## src/rtl/psum_accumulator.sv

```systemverilog
// psum_accumulator: sums LEN consecutive {cout,sum} adder results into one
// saturated partial sum. A one-entry output register holds the finished sum
// with its overflow flag while the next group accumulates behind it.
module psum_accumulator #(
    parameter int DATA_W = 16,
    parameter int ACC_W  = 24,
    parameter int LEN    = 9
) (
    input  logic              clk,
    input  logic              rst_n,
    input  logic              clear,
    input  logic              in_valid,
    output logic              in_ready,
    input  logic [DATA_W-1:0] in_sum,
    input  logic              in_cout,
    output logic              out_valid,
    input  logic              out_ready,
    output logic [ACC_W-1:0]  out_data,
    output logic              out_ovf,
    output logic              busy
);

    // LEN is at most 255, so the term index always fits in 8 bits
    localparam int                CNT_W = 8;
    localparam logic [CNT_W-1:0]  LAST  = CNT_W'(LEN - 1);
    localparam logic [ACC_W-1:0]  SAT   = '1;

    logic [ACC_W-1:0] acc_q,    acc_d;
    logic [CNT_W-1:0] cnt_q,    cnt_d;
    logic             sticky_q, sticky_d;
    logic             ovalid_q, ovalid_d;
    logic [ACC_W-1:0] odata_q,  odata_d;
    logic             oovf_q,   oovf_d;

    logic [ACC_W:0]   x_ext;
    logic [ACC_W:0]   base_ext;
    logic [ACC_W:0]   sum_ext;
    logic             first;
    logic             is_last;
    logic             term_ovf;
    logic [ACC_W-1:0] term_res;
    logic             grp_ovf;
    logic             accept;

    // One saturating add per accepted term; the first term of a group starts
    // from zero so a stale accumulator never leaks into the next group.
    always_comb begin
        first    = (cnt_q == '0);
        is_last  = (cnt_q == LAST);
        x_ext    = {{(ACC_W - DATA_W){1'b0}}, in_cout, in_sum};
        base_ext = first ? '0 : {1'b0, acc_q};
        sum_ext  = base_ext + x_ext;
        term_ovf = sum_ext[ACC_W];
        term_res = term_ovf ? SAT : sum_ext[ACC_W-1:0];
        grp_ovf  = (!first & sticky_q) | term_ovf;
        // Only the final term needs the output slot, so earlier terms keep
        // flowing while a finished result is still waiting downstream.
        in_ready = !clear & !(is_last & ovalid_q & !out_ready);
        accept   = in_valid & in_ready;
    end

    // Next-state for the group accumulator and the output holding register
    always_comb begin
        acc_d    = acc_q;
        cnt_d    = cnt_q;
        sticky_d = sticky_q;
        ovalid_d = ovalid_q;
        odata_d  = odata_q;
        oovf_d   = oovf_q;

        if (ovalid_q && out_ready) begin
            ovalid_d = 1'b0;
        end

        if (clear) begin
            acc_d    = '0;
            cnt_d    = '0;
            sticky_d = 1'b0;
        end else if (accept) begin
            if (is_last) begin
                // A new final term wins over a same-cycle drain of the slot
                odata_d  = term_res;
                oovf_d   = grp_ovf;
                ovalid_d = 1'b1;
                acc_d    = '0;
                cnt_d    = '0;
                sticky_d = 1'b0;
            end else begin
                acc_d    = term_res;
                cnt_d    = cnt_q + 1'b1;
                sticky_d = grp_ovf;
            end
        end
    end

    // State registers; reset discards any partial group and pending output
    always_ff @(posedge clk or negedge rst_n) begin
        if (!rst_n) begin
            acc_q    <= '0;
            cnt_q    <= '0;
            sticky_q <= 1'b0;
            ovalid_q <= 1'b0;
            odata_q  <= '0;
            oovf_q   <= 1'b0;
        end else begin
            acc_q    <= acc_d;
            cnt_q    <= cnt_d;
            sticky_q <= sticky_d;
            ovalid_q <= ovalid_d;
            odata_q  <= odata_d;
            oovf_q   <= oovf_d;
        end
    end

    assign out_valid = ovalid_q;
    assign out_data  = odata_q;
    assign out_ovf   = oovf_q;
    assign busy      = (cnt_q != '0);

endmodule

```

## config.mk

```make
export PLATFORM = sky130hd
export DESIGN_NAME = psum_accumulator
export DESIGN_NICKNAME = d
export VERILOG_FILES = /design/src/rtl/psum_accumulator.sv
export SDC_FILE = /design/constraint.sdc
export NUM_CORES = 1
export LEC_CHECK = 0
export CORE_ASPECT_RATIO = 0.6
export CORE_MARGIN = 5
export CORE_UTILIZATION = 50
export DETAILED_ROUTE_END_ITERATION = 12
export GPL_TIMING_DRIVEN = 0
export PLACE_DENSITY = 0.76
export SYNTH_ARGS = -nofsm -noshare
export SYNTH_HDL_FRONTEND = slang
export SYNTH_SLANG_ARGS = --single-unit
```

## constraint.sdc

```tcl
create_clock -name clk -period 3.65 [get_ports clk]
set_input_delay 0.365 -clock clk [delete_from_list [all_inputs] [get_ports clk]]
set_output_delay 0.365 -clock clk [all_outputs]
set_load 0.01 [all_outputs]
```

== Yosys cells after proc, flatten, opt, wreduce, memory -nomap -nowiden ==
Cells that the tools add are included.
Word-level totals
  output and inout bits: 28
  register bits: 59
  memories: 0
  bits in read-only memories: 0
  memory bits (writable): 0
  input port bits: 22
  latch bits: 0
Operators by class
  $mul: 0
  add/sub/neg operators: 2
  magnitude comparators: 0
  bitwise operators: 7
  reductions and logical operators: 9
  shifts and indexed selects: 0
  equal/unequal tests: 1
  mux-type cells: 15
  div/mod/pow operators: 0
Operators with widths (count)
  $mux W24: 5
  $add A24 B17 Y25: 1
  $mux W8: 3
  $add A8 B1 Y8 const B: 1
  $eq A8 B4 Y1 const B: 1
  $logic_not A8 Y1: 1
  $reduce_bool A8 Y1: 1
  $mux W1: 7
  $and A1 B1 Y1: 5
  $logic_not A1 Y1: 4
  $reduce_and A3 Y1: 1
  $reduce_bool A2 Y1: 1
  $logic_and A1 B1 Y1: 1
  $not A1 Y1: 1
  $or A1 B1 Y1: 1

== Logic depth before layout (Yosys ltp) ==
  depth after elaboration: 8
  mapped depth: 17
  mapped depth without buffers: 15

== Worst setup path after synthesis ==
OpenSTA, ideal clock, no wires.
  kind: register to register
  start point: register cnt_q[2]
  end point: register acc_q[19]
  clock period less this slack: 3.818 ns
  cell stages (with the launch flop): 15
  arrival time: 3.697 ns
  buffers on the path: 1
  data required time: 3.529 ns
  setup slack: -0.168 ns
  library setup time: 0.121 ns
  cells stage by stage: dfrtp_1 or4_4 nor3_4 inv_4 clkbuf_1 and2_1 ha_1 fa_1 a211oi_1 o211ai_1 a21oi_1 a21boi_1 o211ai_4 o41ai_1 a22o_1
On the way
  longest elaborated chain between the ends: 7
  elaborated cells on any way between the ends: 14
  classes of those cells: add/sub (1); eq/ne (1); mux (5); bitwise (4); reduce/logical (3)
Ends and longest elaborated chain
  start, declared: RTL line 29  | logic [CNT_W-1:0] cnt_q, cnt_d;
  start signal, assigned: RTL line 107  | cnt_q <= cnt_d;
  $logic_not A8 Y1 or $eq A8 B4 Y1 (tied branches): RTL line 48, 49
  $mux W24 or $and A1 B1 Y1 (tied branches): RTL line 51, 58
  $add A24 B17 Y25 or $and A1 B1 Y1 (tied branches): RTL line 52, 58
  $mux W24 or $logic_not A1 Y1 (tied branches): RTL line 54, 58
  $mux W24 or $and A1 B1 Y1 (tied branches): RTL line 80, 58
  $mux W24 or $and A1 B1 Y1 (tied branches): RTL line 79, 59
  $mux W24 or $reduce_bool A2 Y1 (tied branches)
  end signal, assigned: RTL line 99  | acc_q <= '0;
  end signal, assigned: RTL line 106  | acc_q <= acc_d;
  end, declared: RTL line 28  | logic [ACC_W-1:0] acc_q, acc_d;
Parallel ways exist; a longest one is shown, timed or not. The select of a mux whose other input is x is not followed.
A chain may end at the register's enable or synchronous reset.

== Final worst setup path ==
  start point: register cnt_q[4]
  end point: register odata_q[20] (netlist: out_data[20])
On the way
  longest elaborated chain between the ends: 7
  elaborated cells on any way between the ends: 11
  classes of those cells: add/sub (1); eq/ne (1); mux (2); bitwise (4); reduce/logical (3)
Ends and longest elaborated chain
  parallel branches: the longest is 7 deep, another holds $add A24 B17 Y25
  end signal, assigned: RTL line 110  | odata_q <= odata_d;
  end, declared: RTL line 32  | logic [ACC_W-1:0] odata_q, odata_d;
Several ways; the timed one is not identified.

==> impl_metrics.tcl <==
set metrics [dict create \
    status "finished, violations left" \
    violations "setup timing" \
    power_uw 1850 \
    drt_wl_total_mm 11.3 \
    crit_type "reg -> reg" \
    synth.area.top_cells "dfrtp_1 (39%), ha_1 (6.3%), a21oi_1 (5.9%)" \
    synthDistinctLibCells 61 \
    avgSynthCellArea_um2 8.57 \
    die_w_um 122 \
    slew_violations 0 \
    drc 0 \
    synth_edf_count 0 \
    synth_seq_cells 59 \
    synth_nets 481 \
    rsz0062_at_grt "true" \
    cts_buffer_depth 2 \
    drt_iter0_drc 282 \
    dp.cells 591 \
    cts_root_buffer "clkbuf_16" \
    synth_flop_cell "dfrtp_1" \
    worstPathArrival_ns 3.97 \
    h-tree-depth 3 \
    crit_required_ns 3.86 \
    worst_skew_pair.late_latency_ns 0.34 \
    syn_to_final_growth_pct 34.1 \
    max-slew-margin-rel 0.453 \
    hp-class "in -> async" \
    via_count 3764 \
    via_per_inst 5.99 \
    die_area_um2 9420 \
    netlist.area_leader.share 0.392 \
    cts_buffers 9 \
    nets 562 \
    gp_congestion 0.933 \
    drtPass1Iterations 5 \
    yosysSeqAreaShare 0.392 \
    use_met1 0.373 \
    hpwl_mm 7.81 \
    report.final.hold_viol_count 0 \
    final_cells 628 \
    grt_use_total 0.255 \
    end_kind "flop" \
    wl_per_cell_um 18.0 \
    timing.final.ws_setup_ns -0.107 \
    cts_hold_buf 0 \
    postPlaceCellArea_um2 4410 \
    tritoncts "built" \
    grt_start_max_net_pins 38 \
    diodes 0 \
    io_buffers 47 \
    setup_viol 32 \
    power_density_nw_per_um2 366 \
    r2r_setup_slack_ns -0.11 \
    drv_cap 0 \
    cts.sink_count 59 \
    syn_inst 439 \
    async_reset_ff_frac 1.00 \
    vdd_drop_max_mv 0.288 \
    grt_overflow 0 \
    layout-drive-gt1-share 0.168 \
    grt_use_met3 0.0765 \
    clkTransAtPathRegs_ns 0.06 \
    fmax_mhz 266 \
    yosysWarnings 0 \
    antenna_found_initial 0 \
    leakage_uw 0.00218 \
    hold_slack_ns 0.0161 \
    antenna_left 0 \
    die_h_um 77.2 \
    start_util 0.516 \
    ioPinCount 50 \
    grt_pass1_vias 3639 \
    final_cell_mix "dfrtp_1 (59), nand2_1 (56), clkdlybuf4s50_1 (46)" \
    placementRows 24 \
    core-area_um2 7300 \
    min_period_ns 3.76 \
    startpoint_type "flop" \
    stdcell_area_um2 5050 \
    final_common_cell "dfrtp_1" \
    met2_usage 0.352 \
    skew_ns 0.00844 \
    synth_area_um2 3760 \
    final_core_util 0.692 \
    synth_top_area_cell "dfrtp_1" \
    busiest_layer "met1" \
    cp_max_fo 8 \
    grt_pass1_wl_mm 18.6 \
    tightest_slew_ns 0.820 \
    fin_crit_sh 1.03 \
]
==> cells in the mapped netlist, types with 3 or more instances <==
cell type	number
a21oi_1	44
o211ai_1	7
o22ai_1	5
xnor2_1	6
or3_1	5
xor2_1	9
and3_1	6
nand4_1	6
nand3_1	9
ha_1	19
nor2b_1	3
nor2_1	37
a31oi_1	6
dfrtp_1	59
a21o_1	11
and2_1	19
o21ai_1	28
clkbuf_1	8
a211oi_1	5
o21ai_0	26
nand2_1	56
inv_1	9
buf_2	4
nand2b_1	3
==> per-layer routing <==
| layer | routed length [um] | vias up |
|---|---|---|
| met1 | 5400 | 1808 |
| li1 | - | 1757 |
| met5 | 0 | - |
| met4 | 187 | 0 |
| met3 | 1010 | 19 |
| met2 | 4730 | 180 |
==> cells by family (layout without fill, tap and decap cells) <==
| family | Yosys count | count (layout) | synth area share |
|---|---|---|---|
| flops | 59 | 59 | 0.392 |
| simple gates | 161 | 161 | 0.216 |
| fa+ha+maj | 20 | 20 | 0.0685 |
| compound gates | 158 | 158 | 0.256 |
| mux | 2 | 2 | 0.00532 |
| xor+xnor | 15 | 15 | 0.0349 |
| buf+inv | 24 | 109 | 0.0269 |
==> registers in the layout, indices dropped and copies added (netlist names) <==
register,count
out_valid,1
cnt_q,8
out_ovf,1
sticky_q,1
acc_q,24
out_data,24
==> layout make-up <==
| type | instances | area [um^2] |
|---|---|---|
| timing repair buffer | 70 | 671 |
| clock buffer | 12 | 236 |
| multi-input combinational | 356 | 2360 |
| tap | 104 | 130 |
| sequential | 59 | 1480 |
| buffer | 14 | 98.8 |
| inverter | 10 | 40.0 |
| clock inverter | 3 | 40.0 |
| fill | 607 | 2250 |
==> power by group <==
group | leakage, uW | switching, uW | internal, uW
combinational | 0.00124 | 192 | 144
clock | 0.000136 | 302 | 522
sequential | 0.000804 | 11.8 | 677
total | 0.00218 | 505 | 1340
==> timing repair <==
| item | 4_1_cts | 5_1_grt |
|---|---|---|
| buffers inserted | 15 | 6 |
| resized for setup | 36 | 11 |
| endpoints found under the setup margin | 50 | 49 |
| pin swaps | 11 | 4 |
| gates cloned | 2 | 0 |
==> per-stage QoR <==
stage	setup slack, ns	setup TNS, ns
6_report	-0.107	-1.10
3_5_place_dp	-0.565	-22.92
3_3_place_gp	-0.543	-21.54
5_1_grt	-0.218	-7.10
2_1_floorplan	0.00713	0
4_1_cts	-0.0318	-0.157
==> critical path, cell delays in order (launching register included) <==
cell and delay, ns:
dfrtp_1 0.38, or4_4 0.57, nor3_4 0.18, inv_4 0.08, clkbuf_16 0.16, and2_4 0.14, ha_4 0.15, fa_2 0.36
a211oi_2 0.27, o211ai_1 0.20, a21oi_2 0.25, buf_4 0.16, a21boi_4 0.06, o21ai_0 0.33, mux2i_1 0.25, a21oi_1 0.09
==> final timing paths <==
check,from,to,cells past startpoint
max in group asynchronous,rst_n,out_data[19],2
worst max register to register,cnt_q[4],out_data[20],15
worst min-delay path,rst_n,acc_q[11],1
worst max-delay path,cnt_q[4],out_data[20],15
min in group clk,clear,cnt_q[4],2
worst min register to register,acc_q[7],acc_q[7],1
Power figures use the tool's default switching activity.
==> RTL change 1, RTL diff (same settings) <==
Take the reset off `odata_q` and load it in a clocked block of its own.
--- a/src/rtl/psum_accumulator.sv
+++ b/src/rtl/psum_accumulator.sv
@@ -101,5 +101,4 @@
             sticky_q <= 1'b0;
             ovalid_q <= 1'b0;
-            odata_q  <= '0;
             oovf_q   <= 1'b0;
         end else begin
@@ -108,7 +107,10 @@
             sticky_q <= sticky_d;
             ovalid_q <= ovalid_d;
-            odata_q  <= odata_d;
             oovf_q   <= oovf_d;
         end
+    end
+
+    always_ff @(posedge clk) begin
+        odata_q <= odata_d;
     end
 
Behaviour: not the same (a bounded check fails within 10 cycles, from zero or initial values and one cycle with rst_n low; the reset may be asserted at any time).
==> RTL change 1 against the original RTL <==
  * The flow still finishes with violations (negative setup slack)
  * Sequential share of layout area increased by 2.0 points
  * Total power grew 4.0%
  * Worst setup slack got worse by 33 ps
  * Routed wire length fell by 5.3%
  * Area after synthesis fell by 7.1%
  * Sequential cell count did not move
  * Design area up 1.4%
  * Count of clock-buffer cells in the layout up 2
  * Critical path type unchanged
  * Critical endpoint is now acc_q[2]$_DFFE_PN0P_
==> RTL change 1: results (changes against the original RTL) <==
Final Net Count 486 (-14%); Clock transition at path regs 50 ps; first-pass GRT wire length 16300 µm (-13%); synth warn 0 (unchanged); skew final 4.91 ps (-3.53 ps); via density per instance 6.09 (+1.5%); Area contributors post-synth dfrtp_1, edfxtp_1, ha_1; Final setup viols 32 (unchanged); global route total overflow 0 (unchanged); synth cell count leaders nand2_1, dfrtp_1, edfxtp_1, nor2_1; Place WS -724 ps (-160 ps); GP Congestion 0.885 (-5.1%); Longest Clk Path Bufs 2 (unchanged); total CTS buffers 9 (unchanged); vias in the first global route 3111 (-15%); DP HPWL 6300 µm (-19%); Synthesized Nets 394 (-18%); failing checks negative setup slack; top-count cell post-synth nand2_1; first-pass detailed-route iteration total 6 (+1); status finished with violations; Post-synth ARST share 59.3% (-41 points); worst r2r path cells 17 (+2); Worst Setup SP cnt_q[6]$_DFFE_PN0P_; layout cells sized above 1 27.2% (+10 points); H-tree Lvls 3 (unchanged); Worst Slack Setup Final -141 ps (-33.5 ps); Synth Area per Inst 9.93 µm² (+16%); initial DRC count 338 (+20%); register area share after synthesis 45.7% (+6.5 points); CP max FO 5 (-3); setup tns final -2340 ps (-1240 ps); Slew headroom 34.2% (-11 points); initial antenna violation count 0 (unchanged); gr usage total 23.7% (-1.8 points); top_reg_cell synth dfrtp_1; largest net degree at the start of global routing 36 (-5.3%); via count 3262 (-13%); hold crit path type primary input to async pin; DR WL/cell 20.0 µm (+11%); # fillers 398 (-34%); peak supply drop 305 µV (+6.0%); crit path kind register to register; LEAKAGE 2.11 nW (-2.9%); IO buf count 48 (+2.1%); Arr. time, crit path 4000 ps (+30 ps); post-synthesis cell type count 50 (-18%); Placed Area 4190 µm² (-5.0%); number of flops mapped to enable cells by yosys 24 (+24); R2R Path End acc_q[2]$_DFFE_PN0P_
==> RTL change 1: critical path, cell delays in order, from the launching register on <==
cell	delay (ps)
dfrtp_2	420
nor4_4	360
nand2_2	130
nor2_4	160
inv_4	60
clkbuf_16	140
and2_4	140
ha_4	160
fa_2	340
a21o_1	210
a221oi_4	350
a211oi_4	120
o211a_4	280
o21ai_4	250
buf_6	160
buf_12	130
nand2_4	50
a22o_1	210
==> RTL change 1: worst min path at each step <==
stage                                from               endpoint  slack [ps]
floorplan                           rst_n   acc_q[0]$_DFFE_PN0P_          70
global placement    acc_q[12]$_DFFE_PN0P_  acc_q[12]$_DFFE_PN0P_         480
detailed placement   acc_q[2]$_DFFE_PN0P_   acc_q[2]$_DFFE_PN0P_         480
CTS                                 rst_n    out_ovf$_DFFE_PN0P_         170
global route                        rst_n    out_ovf$_DFFE_PN0P_         210
finish                              rst_n   acc_q[3]$_DFFE_PN0P_         140
==> RTL change 1: routing by layer <==
layer / part of all wire (%) / vias to the layer above / global-route usage (%)
met5: 0 / - / 0
met4: 1.6 / 0 / 7.12
met3: 8.5 / 24 / 7.88
met2: 45 / 188 / 37.3
met1: 45 / 1559 / 31.9
li1: - / 1491 / -
==> RTL change 1: per-stage QoR <==
stage | util (%) | power (mW) | hold slack, ps
floorplan | - | 0.903 | 69.4
CTS | 72.0 | 1.87 | 171
global route | 76.0 | 1.99 | 209
detailed placement | 62.2 | 0.985 | 483
finish | 76.0 | 1.92 | 144
global placement | 61.9 | 0.980 | 479
==> RTL change 1: repair_timing <==
item / in CTS / in global routing
setup endpoints to repair: 50 / 50
buffers inserted: 23 / 11
endpoints found under the hold margin: 0 / 0
gates resized for setup: 42 / 54
pin swaps: 13 / 16
gates cloned: 2 / 0
==> RTL change 1: layout make-up <==
type                       count  area, µm²  area share (%)
inverter                      10       40.0           0.782
tap                           87        109            2.13
timing repair buffer          83        768            15.0
buffer                        13        105            2.05
multi-input combinational    268       2200            42.9
clock buffer                  14        264            5.16
clock inverter                 2       35.0           0.684
sequential                    59       1600            31.2
==> RTL change 1: power breakdown <==
| part | total, mW | switching (mW) | internal (mW) |
|---|---|---|---|
| sequential | 0.725 | 0.0107 | 0.714 |
| combinational | 0.347 | 0.187 | 0.160 |
| clock | 0.850 | 0.286 | 0.565 |
| total | 1.92 | 0.483 | 1.44 |
==> RTL change 1: kinds of logic after synthesis <==
kind of cell    synth area share [%]
flops                           45.7
simple gates                    16.3
compound gates                  22.3
buf+inv                         3.01
mux                            0.859
fa+ha+maj                       7.38
xor+xnor                        4.51
==> RTL change 2, RTL diff (config.mk and constraints unchanged) <==
Made on the original files. `DATA_W`: 16 -> 14.
--- a/src/rtl/psum_accumulator.sv
+++ b/src/rtl/psum_accumulator.sv
@@ -3,5 +3,5 @@
 // with its overflow flag while the next group accumulates behind it.
 module psum_accumulator #(
-    parameter int DATA_W = 16,
+    parameter int DATA_W = 14,
     parameter int ACC_W  = 24,
     parameter int LEN    = 9
Ports: changed (resized in_sum); port bits go from 50 to 48. The function was not compared with the original's and may differ.
==> RTL change 2 against the original RTL <==
  * The flow still finishes with violations (negative setup slack)
  * Area after synthesis shrank 1.6%
  * Design area grew 2.9%
  * Critical endpoint is now out_data[16]$_DFFE_PN0P_
  * Global-route usage grew 0.95 points
  * Worst setup slack gained 110 ps
  * Clock power grew 4.6%
  * Sequential cell count is the same
  * Total power grew 5.0%
  * Routed wire length grew 8.3%
==> RTL change 2: results (changes against the original RTL) <==
Worst-Skew Late Latency 330 ps; largest net degree at the start of global routing 33 (-13%); GP Congestion 0.952 (+2.0%); Synthesized Nets 468 (-2.7%); post-synthesis compound-gate area fraction 22.3% (-3.3 points); setup tns final -1.92 ps (+1100 ps); synth cell count leaders nand2_1, dfrtp_1, o21ai_0, a21oi_1, nor2_1; number of flops mapped to enable cells by yosys 0 (unchanged); IO buf count 47 (unchanged); CP max FO 4 (-4); register area share after synthesis 39.9% (+0.65 points); detailed-route wire length 12300 µm (+8.3%); via count 3806 (+1.1%); Post-Synth XOR/XNOR Area 5.68% (+2.2 points); Final setup viols 1 (-97%); vias in the first global route 3599 (-1.1%); Area contributors post-synth dfrtp_1, nand2_1, ha_1; top_reg_cell synth dfrtp_1; LEAKAGE 2.26 nW (+3.8%); Arr. time, crit path 3860 ps (-110 ps); Slew headroom 54.1% (+8.7 points); CP max stage cell dfrtp_1; n_diodes 0 (unchanged); Final Net Count 550 (-2.1%); status finished with violations; DP HPWL 7990 µm (+2.3%); Placed Area 4340 µm² (-1.7%); gr usage total 26.5% (+0.95 points); Largest stage delay, worst path 420 ps (-150 ps); mux cell area share after synthesis 0.608% (+0.076 points); Adder-Cell Fraction of Synth Area 6.29% (-0.56 points); total CTS buffers 9 (unchanged); Worst Slack Setup Final -1.92 ps (+105 ps); post-synthesis cell type count 51 (-16%); first-pass GRT wire length 19400 µm (+4.0%); skew final 7.30 ps (-1.14 ps); failing checks negative setup slack; peak supply drop 247 µV (-14%); initial DRC count 492 (+74%); first-pass detailed-route iteration total 6 (+1); layout cells sized above 1 22.1% (+5.3 points)
-- RTL change 2: changes by cell type after synthesis, sizes merged, moves of 4 or more --
cell	unedited run	this run
a211oi	5	1
a21oi	45	41
clkbuf	8	13
inv	10	6
nand2	57	64
nand3	11	5
nand4	6	10
nor2	40	44
o22ai	5	0
or3	5	1
xor2	9	16
-- RTL change 2: layout make-up --
type,count,area (µm²)
multi-input combinational,345,2410
fill,512,2040
sequential,59,1480
timing repair buffer,73,701
clock buffer,11,253
buffer,18,150
tap,104,130
clock inverter,4,50.0
inverter,6,22.5
-- RTL change 2: repair_timing --
action | 4_1_cts | 5_1_grt
pin swaps | 17 | 17
endpoints found under the hold margin | 0 | 0
gates resized for setup | 56 | 33
cloned | 1 | 0
setup endpoints to repair | 50 | 49
buffers inserted | 16 | 8
-- RTL change 2: path summary, 6_finish.rpt --
kind / from / to / slack, ps / cells past startpoint
setup reg to reg: cnt_q[0]$_DFFE_PN0P_ / out_data[16]$_DFFE_PN0P_ / -2 / 18
hold reg to reg: acc_q[5]$_DFFE_PN0P_ / acc_q[5]$_DFFE_PN0P_ / 480 / 2
hold / removal: rst_n / out_data[6]$_DFFE_PN0P_ / 80 / 1
setup / recovery: cnt_q[0]$_DFFE_PN0P_ / out_data[16]$_DFFE_PN0P_ / -2 / 18
min in group clk: acc_q[5]$_DFFE_PN0P_ / acc_q[5]$_DFFE_PN0P_ / 480 / 2
max in group asynchronous: rst_n / out_data[19]$_DFFE_PN0P_ / 2970 / 2
-- RTL change 2: logic make-up (layout without fill, tap and decap cells) --
kind of cell	after synthesis	after routing
and+or+nand+nor	164	164
AOI/OAI and AO/OA	137	137
DFF	59	59
buffers and inverters	26	112
xor gates and xnor gates	24	24
adders and majority gates	18	18
muxes	2	2
-- RTL change 2: metrics by stage --
step / cells / hold slack (ps) / worst slack (ps)
floorplan: 430 / 69.4 / 18.2
global placement: 581 / 456 / -621
detailed placement: 582 / 446 / -651
CTS: 613 / 107 / -40.8
global route: 620 / 145 / -57.4
finish: 620 / 80.4 / -1.92
-- RTL change 2: power by group --
group	internal, mW	switching [mW]
logic	0.165	0.222
clock network	0.560	0.302
registers	0.676	0.0152
total	1.40	0.539
-- RTL change 2: routing by layer --
layer / vias to the layer above / track usage [%] / share of wire (%)
li1: 1684 / - / -
met1: 1837 / 40.9 / 46
met2: 244 / 36.9 / 41
met3: 41 / 5.81 / 11
met4: 0 / 7.13 / 1.9
met5: - / 0 / 0
